`config.mk`:
```
export PLATFORM = sky130hd
export DESIGN_NAME = idex_stage_reg
export DESIGN_NICKNAME = d
export VERILOG_FILES = /design/src/rtl/idex_stage_reg.sv
export SDC_FILE = /design/constraint.sdc
export NUM_CORES = 1
export LEC_CHECK = 0
export ABC_AREA = 1
export CORE_MARGIN = 5
export CORE_UTILIZATION = 44
export CTS_CLUSTER_DIAMETER = 60
export DETAILED_ROUTE_END_ITERATION = 6
export GPL_TIMING_DRIVEN = 0
export MAX_ROUTING_LAYER = met4
export PLACE_DENSITY = 0.89
export SETUP_SLACK_MARGIN = 0.3
export SLEW_MARGIN = 25
export SYNTH_ARGS = -nofsm -noshare
export SYNTH_HDL_FRONTEND = slang
export SYNTH_SLANG_ARGS = --single-unit
```
`constraint.sdc`:
```
create_clock -name clk_i -period 2.2 [get_ports clk_i]
set_clock_uncertainty 0.1 [all_clocks]
set_input_delay 0.33 -clock clk_i [delete_from_list [all_inputs] [get_ports clk_i]]
set_output_delay 0.33 -clock clk_i [all_outputs]
set_load 0.03 [all_outputs]
```
`src/rtl/idex_stage_reg.sv`:
```
// idex_stage_reg: ID/EX pipeline register with ALU decode, stall/flush and bubble counting.
// Illegal decodes still advance as valid so the trap logic sees them, but with WB/Mem suppressed.
module idex_stage_reg #(
    parameter int XLEN  = 32,
    parameter int RA_W  = 5,
    parameter int CNT_W = 16
) (
    input  logic             clk_i,
    input  logic             rst_i,
    input  logic             stall_i,
    input  logic             flush_i,
    input  logic             valid_i,
    input  logic [XLEN-1:0]  rs1_data_i,
    input  logic [XLEN-1:0]  rs2_data_i,
    input  logic [XLEN-1:0]  Iimm_i,
    input  logic [XLEN-1:0]  Simm_i,
    input  logic [RA_W-1:0]  rs1_addr_i,
    input  logic [RA_W-1:0]  rs2_addr_i,
    input  logic [RA_W-1:0]  rd_addr_i,
    input  logic [2:0]       funct3_i,
    input  logic [6:0]       funct7_i,
    input  logic [1:0]       ALUOp_i,
    input  logic             ALUSrc_i,
    input  logic             WB_i,
    input  logic [1:0]       Mem_i,
    output logic             valid_o,
    output logic [XLEN-1:0]  val1_o,
    output logic [XLEN-1:0]  val2_o,
    output logic [XLEN-1:0]  rs2_data_o,
    output logic [XLEN-1:0]  Simm_o,
    output logic [RA_W-1:0]  rs1_addr_o,
    output logic [RA_W-1:0]  rs2_addr_o,
    output logic [RA_W-1:0]  rd_addr_o,
    output logic [3:0]       ALUCtrl_o,
    output logic             WB_o,
    output logic [1:0]       Mem_o,
    output logic             illegal_o,
    output logic [CNT_W-1:0] bubble_cnt_o
);
    localparam logic [3:0] ALU_AND = 4'b0000;
    localparam logic [3:0] ALU_OR  = 4'b0001;
    localparam logic [3:0] ALU_ADD = 4'b0010;
    localparam logic [3:0] ALU_XOR = 4'b0011;
    localparam logic [3:0] ALU_SLL = 4'b0100;
    localparam logic [3:0] ALU_SRL = 4'b0101;
    localparam logic [3:0] ALU_SUB = 4'b0110;
    localparam logic [3:0] ALU_SRA = 4'b0111;
    localparam logic [3:0] ALU_SLT = 4'b1000;
    localparam logic [3:0] ALU_MUL = 4'b1111;

    logic [3:0] dec_alu;
    logic       dec_ill;
    logic       bubble;

    always_comb begin
        dec_alu = ALU_ADD;
        dec_ill = 1'b0;
        if (ALUOp_i == 2'b01)
            dec_alu = ALU_SUB;
        else if (ALUOp_i == 2'b10)
            case ({funct7_i, funct3_i})
                10'b0000000_000: dec_alu = ALU_ADD;
                10'b0100000_000: dec_alu = ALU_SUB;
                10'b0000000_111: dec_alu = ALU_AND;
                10'b0000000_110: dec_alu = ALU_OR;
                10'b0000000_100: dec_alu = ALU_XOR;
                10'b0000000_001: dec_alu = ALU_SLL;
                10'b0000000_101: dec_alu = ALU_SRL;
                10'b0100000_101: dec_alu = ALU_SRA;
                10'b0000000_010: dec_alu = ALU_SLT;
                10'b0000001_000: dec_alu = ALU_MUL;
                default:         dec_ill = 1'b1;
            endcase
        else if (ALUOp_i == 2'b11)
            case (funct3_i)
                3'b000:  dec_alu = ALU_ADD;
                3'b111:  dec_alu = ALU_AND;
                3'b110:  dec_alu = ALU_OR;
                3'b100:  dec_alu = ALU_XOR;
                3'b010:  dec_alu = ALU_SLT;
                3'b001:  begin
                    dec_alu = funct7_i == 7'b0000000 ? ALU_SLL : ALU_ADD;
                    dec_ill = funct7_i != 7'b0000000;
                end
                3'b101:  begin
                    dec_alu = funct7_i == 7'b0000000 ? ALU_SRL :
                              funct7_i == 7'b0100000 ? ALU_SRA : ALU_ADD;
                    dec_ill = funct7_i != 7'b0000000 && funct7_i != 7'b0100000;
                end
                default: dec_ill = 1'b1;
            endcase
    end

    assign bubble = flush_i || (!stall_i && !valid_i);

    always_ff @(posedge clk_i or negedge rst_i) begin
        if (!rst_i) begin
            valid_o      <= 1'b0;
            val1_o       <= '0;
            val2_o       <= '0;
            rs2_data_o   <= '0;
            Simm_o       <= '0;
            rs1_addr_o   <= '0;
            rs2_addr_o   <= '0;
            rd_addr_o    <= '0;
            ALUCtrl_o    <= '0;
            WB_o         <= 1'b0;
            Mem_o        <= '0;
            illegal_o    <= 1'b0;
            bubble_cnt_o <= '0;
        end else if (bubble) begin
            valid_o      <= 1'b0;
            val1_o       <= '0;
            val2_o       <= '0;
            rs2_data_o   <= '0;
            Simm_o       <= '0;
            rs1_addr_o   <= '0;
            rs2_addr_o   <= '0;
            rd_addr_o    <= '0;
            ALUCtrl_o    <= ALU_ADD;
            WB_o         <= 1'b0;
            Mem_o        <= '0;
            illegal_o    <= 1'b0;
            bubble_cnt_o <= &bubble_cnt_o ? bubble_cnt_o : bubble_cnt_o + 1'b1;
        end else if (!stall_i) begin
            valid_o      <= 1'b1;
            val1_o       <= rs1_data_i;
            val2_o       <= ALUSrc_i ? Iimm_i : rs2_data_i;
            rs2_data_o   <= rs2_data_i;
            Simm_o       <= Simm_i;
            rs1_addr_o   <= rs1_addr_i;
            rs2_addr_o   <= rs2_addr_i;
            rd_addr_o    <= rd_addr_i;
            ALUCtrl_o    <= dec_alu;
            WB_o         <= WB_i && !dec_ill;
            Mem_o        <= dec_ill ? 2'b00 : Mem_i;
            illegal_o    <= dec_ill;
        end
    end
endmodule

```
==> results_dict.tcl, run 1 <==
set metrics [dict create \
    rsz0062_at_grt "false" \
    drt-total-wl_um 25530 \
    cts_root_buffer "clkbuf_16" \
    finalPower_mw 7.963 \
    postLayoutCellArea_mm2 0.01102 \
    cp_cell_sequence "clkdlybuf4s50_1" \
    min_from "ALUSrc_i" \
    period_needed_ns 1.870 \
    r2r-start "bubble_cnt_o[0]" \
    final_cells 1213 \
    maxCapViolCount 0 \
    die_w_um 135.3 \
    via_per_inst 5.338 \
    placeableCoreArea_mm2 0.01531 \
    io-pin-count 332 \
    grt_usage 0.2791 \
    grt_pass1_vias 6552 \
    hp-class "primary input to flip-flop" \
    cp_top_family "buffers and inverters" \
    power.density_mw_per_mm2 722.9 \
    critPathLaunchType "flip-flop" \
    drtPass1Iterations 5 \
    dpl.cell_count 1180 \
    cts_buffers 17 \
    setup_violations 0 \
    synth_seq_cells 168 \
    synthTopCellsByArea "dfrtp_1 (61%), a22o_1 (13%), nand2_1 (6.4%)" \
    grt_pass1_wl_um 37810 \
    synth.avg_cell_area_um2 10.82 \
    ys_seq_area_frac 0.6088 \
    cts_num_sinks 168 \
    drt_iter0_drc 346 \
    ir_drop_uv 577.7 \
    synth_common_cells "dfrtp_1 (168), nand2_1 (117), a22o_1 (100), o21ai_1 (42), inv_1 (39)" \
    rows 45 \
    relSlewSlack 0.6137 \
    p_leak_nw 6.260 \
    fmax_mhz 534.7 \
    initial_utilization 0.4509 \
    synth.most_common_cell "dfrtp_1" \
    cts_tree "yes" \
    slew_viol_final 0 \
    slowest_delay_ns 0.68 \
    cp.arrival_ns 1.44 \
    drtAntennaViolNets 0 \
    fill_cells 1124 \
    cp-startpoint "val1_o[2]" \
    outcome "finished clean" \
    cts_buffer_depth 2 \
    min_period_over_period 0.8501 \
    synth_edf_count 0 \
    end_kind "output port" \
    drive_gt1_frac 0.07086 \
    port_buffers 330 \
    clkTransAtPathRegs_ns 0.07 \
    gp_congestion 0.9137 \
    n_antenna_cell 0 \
    die_y_um 135.3 \
    critical_path_class "flip-flop to output port" \
    yosys_warnings 0 \
    critPathMaxFanout 2 \
    tightest_slew_ns 0.5795 \
    routedWlPerCell_um 21.05 \
    nets 1154 \
    dieArea_mm2 0.01830 \
    reg2regPathDepth 8 \
    yosys.area.top_type_share 0.6088 \
    htreeDepth 4 \
    clk_latency_ns 0.43 \
    synthCells 638 \
    area_delta_synth_final_pct 59.52 \
    vias 6475 \
    finalSetupTns_ns 0 \
    synth_nets 803 \
    dp_hpwl_um 18900 \
    antenna_found_initial 0 \
    synth-main-ff-cell "dfrtp_1" \
    grt_max_degree 95 \
    crit_cells 1 \
    synth.distinct_cells 26 \
    cp.buffers_inverters 1 \
    async_flop_share 1.000 \
    syn-cell-area_mm2 0.006905 \
    cp.required_ns 1.77 \
    yosys.area.top_type "dfrtp_1" \
    hold_viol_final 0 \
    detailed_place.area_mm2 0.01051 \
    crit_slowest_cell "clkdlybuf4s50_1" \
    overflow 0 \
    post-route-drc-count 0 \
    min_path_cells 3 \
]
[state kept, by name, summed over array words and instances, names as in the netlist]
register and cells:
Simm_o 32, rs2_data_o 32, val1_o 32, val2_o 32
bubble_cnt_o 16, rd_addr_o 5, rs1_addr_o 5, rs2_addr_o 5
ALUCtrl_o 4, Mem_o 2, WB_o 1, illegal_o 1
valid_o 1
[per-stage QoR]
stage,worst slack (ns),util,hold slack [ns]
2_1_floorplan,0.4518,-,-0.06559
3_3_place_gp,-6.094,0.6838,0.3660
3_5_place_dp,-0.04265,0.6859,0.2485
4_1_cts,0.3000,0.7126,0.2210
5_1_grt,0.3027,0.7193,0.2404
6_report,0.3297,0.7193,0.2369
[layout make-up]
| cell class | count | area (um2) | area share |
|---|---|---|---|
| Sequential cell | 168 | 4204 | 0.3816 |
| Timing Repair Buffer | 332 | 3291 | 0.2987 |
| Multi-Input combinational cell | 390 | 2341 | 0.2125 |
| Clock buffer | 19 | 442.9 | 0.04021 |
| Buffer | 37 | 198.9 | 0.01806 |
| Inverter | 43 | 161.4 | 0.01465 |
| Clock inverter | 13 | 112.6 | 0.01022 |
| Tap cell | 211 | 264.0 | 0.02397 |
[routing by layer]
metal  vias up  GRT usage  share of wire
li1       2918          -              -
met1      3167     0.3143           0.37
met2       310     0.4580           0.50
met3        80    0.07987          0.078
met4         0     0.1361          0.049
met5         -          -              0
[placed cells by master (no fill, tap or decap), types with 21 or more instances in the layout]
cell type	n
dlymetal6s2s_1	41
clkdlybuf4s50_1	162
nor2_1	30
dlygate4sd2_1	126
nand2_1	117
o21ai_1	42
o21ai_0	23
buf_2	21
dfrtp_1	168
a22o_1	100
mux2i_1	21
inv_1	39
[report_power, final]
group          total [mW]  switching, mW  internal (mW)
clock                2.83           1.32           1.51
sequential           3.47          0.170           3.30
combinational        1.67          0.979          0.687
total                7.96           2.47           5.49
[repair_timing]
item | in CTS | in global routing
endpoints found under the hold margin | 74 | 0
buffers inserted | 0 | 0
gates resized for setup | 126 | 41
setup endpoints to repair | 126 | 41
hold buffers | 1 | 0
[worst paths after layout]
kind	endpoint	slack, ns
max in group asynchronous	Simm_o[9]	0.78
min in group asynchronous	val2_o[24]	0.36
worst max register to register	bubble_cnt_o[12]	0.49
worst max-delay path	val1_o[2]	0.33
worst min register to register	ALUCtrl_o[0]	0.38
worst min-delay path	val2_o[0]	0.24
[kinds of logic after synthesis]
logic type | count (synthesis) | share of synthesized area
AND/OR/NAND/NOR | 181 | 0.1064
AO/OA/AOI/OAI | 172 | 0.1814
flip-flops | 168 | 0.6088
buffers and inverters | 80 | 0.05218
multiplexers | 21 | 0.03044
XOR/XNOR | 15 | 0.01903
adder cells (fa/ha/maj) | 1 | 0.001812
No activity file was read; power rests on OpenSTA's default activity.
==> run 2, diff against run 1 <==
Settings changed: HOLD_SLACK_MARGIN from default to 0.15.
==> results of run 2 <==
No change in the layout: final DEF, timing and power equal those of run 1.
==> run 3, diff against run 2 <==
Settings changed: CORE_AREA from default to 5 5 124 126, CORE_MARGIN 5 to default, CORE_UTILIZATION 44 to default, DIE_AREA from default to 0 0 129 131, DONT_BUFFER_PORTS from default to 1, PLACE_DENSITY 0.89 to 0.67, SKIP_CTS_REPAIR_TIMING from default to 1.
==> results_dict.tcl, run 3 (same netlist as run 1, synthesis figures left out) <==
set metrics [dict create \
    outcome "complete, but fails checks" \
    violations "negative hold slack" \
    post-route-drc-count 0 \
    area_delta_synth_final_pct 33.67 \
    grt_pass1_wl_um 29380 \
    drt_iter0_drc 347 \
    drtAntennaViolNets 0 \
    placeableCoreArea_mm2 0.01420 \
    cts_buffer_depth 2 \
    cp.required_ns 2.40 \
    p_leak_nw 4.465 \
    final_util 0.6498 \
    drtPass1Iterations 5 \
    critPathMaxFanout 10 \
    drive_gt1_frac 0.09379 \
    power.density_mw_per_mm2 817.8 \
    grt_pass1_vias 5101 \
    fmax_mhz 566.3 \
    cts_root_buffer "clkbuf_16" \
    final_common_cell "dfrtp_1" \
    overflow 0 \
    gp_congestion 0.8828 \
    routedWlPerCell_um 22.53 \
    rows 44 \
    finalSetupTns_ns 0 \
    critPathLaunchType "flip-flop" \
    most-common-layout-cells "dfrtp_1 (163), dlygate4sd3_1 (151), nand2_1 (117), a22o_1 (100), o21ai_1 (42)" \
    dieArea_mm2 0.01690 \
    via_per_inst 5.727 \
    slew_viol_final 0 \
    drt-total-wl_um 22640 \
    r2r_slack_ns 0.43 \
    postLayoutCellArea_mm2 0.009230 \
    clk_latency_ns 0.43 \
    antenna_found_initial 0 \
    detailed_place.area_mm2 0.007136 \
    fill_cells 1026 \
    hp-class "primary input to async pin" \
    initial_utilization 0.4862 \
    min_period_over_period 0.8027 \
    port_buffers 0 \
    die_w_um 129 \
    cts_num_sinks 168 \
    relSlewSlack 0.6373 \
    hold_viol_final 168 \
    critical_path_class "flip-flop to flip-flop" \
    tightest_slew_ns 0.5441 \
    setup_violations 0 \
    cp.arrival_ns 1.97 \
    htreeDepth 4 \
    maxCapViolCount 0 \
    clkTransAtPathRegs_ns 0.07 \
    die_y_um 131 \
    end_kind "flip-flop" \
    ir_drop_uv 759.4 \
    holdWs_ns -0.5107 \
    dp_hpwl_um 15130 \
    cts_tree "yes" \
    period_needed_ns 1.766 \
    io-pin-count 332 \
    cts_buffers 17 \
    grt_max_degree 169 \
    grt_usage 0.2338 \
    rsz0062_at_grt "true" \
    vias 5756 \
    nets 974 \
    n_antenna_cell 0 \
]
-- run 3: changes by cell type in the layout (fill, tap and decap cells not counted), moves of 4 or more --
cell / previous run / this run
dlygate4sd2_1: 126 / 0
dlygate4sd3_1: 1 / 151
clkdlybuf4s50_1: 162 / 0
dfrtp_1: 168 / 163
dfrtp_2: 0 / 5
dlymetal6s2s_1: 41 / 0
clkinvlp_4: 3 / 7
-- run 3: path summary, 6_finish.rpt --
kind                                      start                to  cells after the start
worst min register to register  bubble_cnt_o[2]   bubble_cnt_o[2]                      1
worst min-delay path                      rst_i     rs1_addr_o[4]                      0
min in group clk_i                      stall_i      ALUCtrl_o[1]                      3
worst max register to register  bubble_cnt_o[0]  bubble_cnt_o[12]                      8
max in group asynchronous                 rst_i   bubble_cnt_o[6]                      0
worst max-delay path            bubble_cnt_o[0]  bubble_cnt_o[12]                      8
-- run 3: routing by layer --
layer | up-vias | GRT usage | wire length (um)
li1 | 2542 | - | -
met1 | 2834 | 0.2749 | 8211
met2 | 333 | 0.3741 | 11680
met3 | 47 | 0.08089 | 2117
met4 | 0 | 0.08647 | 634
met5 | - | - | 0
-- run 3: report_power, final --
group	total, mW	internal [mW]	leakage (nW)	switching [mW]
registers	3.97	3.30	2.24	0.673
logic	0.781	0.412	1.97	0.369
clock network	2.79	1.50	0.249	1.30
-- run 3: critical path, stage by stage (launching register included) --
cell and delay, ns:
dfrtp_2 0.52, ha_4 0.19, nand3_1 0.11, nor3_2 0.14, nand3_1 0.11, nand2_2 0.12, buf_6 0.15, nor3_1 0.06
xor2_1 0.14
-- run 3: area by class of cell --
type	instances	area (um2)	area share
inverters	43	161.4	0.01749
well taps	184	230.2	0.02494
flip-flops and latches	168	4210	0.4561
clock buffers	18	439.2	0.04758
plain buffers	37	198.9	0.02155
clock inverters	13	112.6	0.01220
repair buffers	152	1519	0.1646
multi-input cells	390	2359	0.2555
-- run 3: per-stage QoR --
step,power (mW),hold slack [ns],std cells,setup slack (ns)
detailed placement,4.522,-0.06090,822,0.2347
finish,7.548,-0.5107,1005,0.4342
global placement,4.489,-0.06084,822,0.3023
floorplan,4.325,-0.06559,638,0.4518
global route,7.818,-0.5243,1005,0.2835
CTS,7.310,-0.5162,853,0.2262
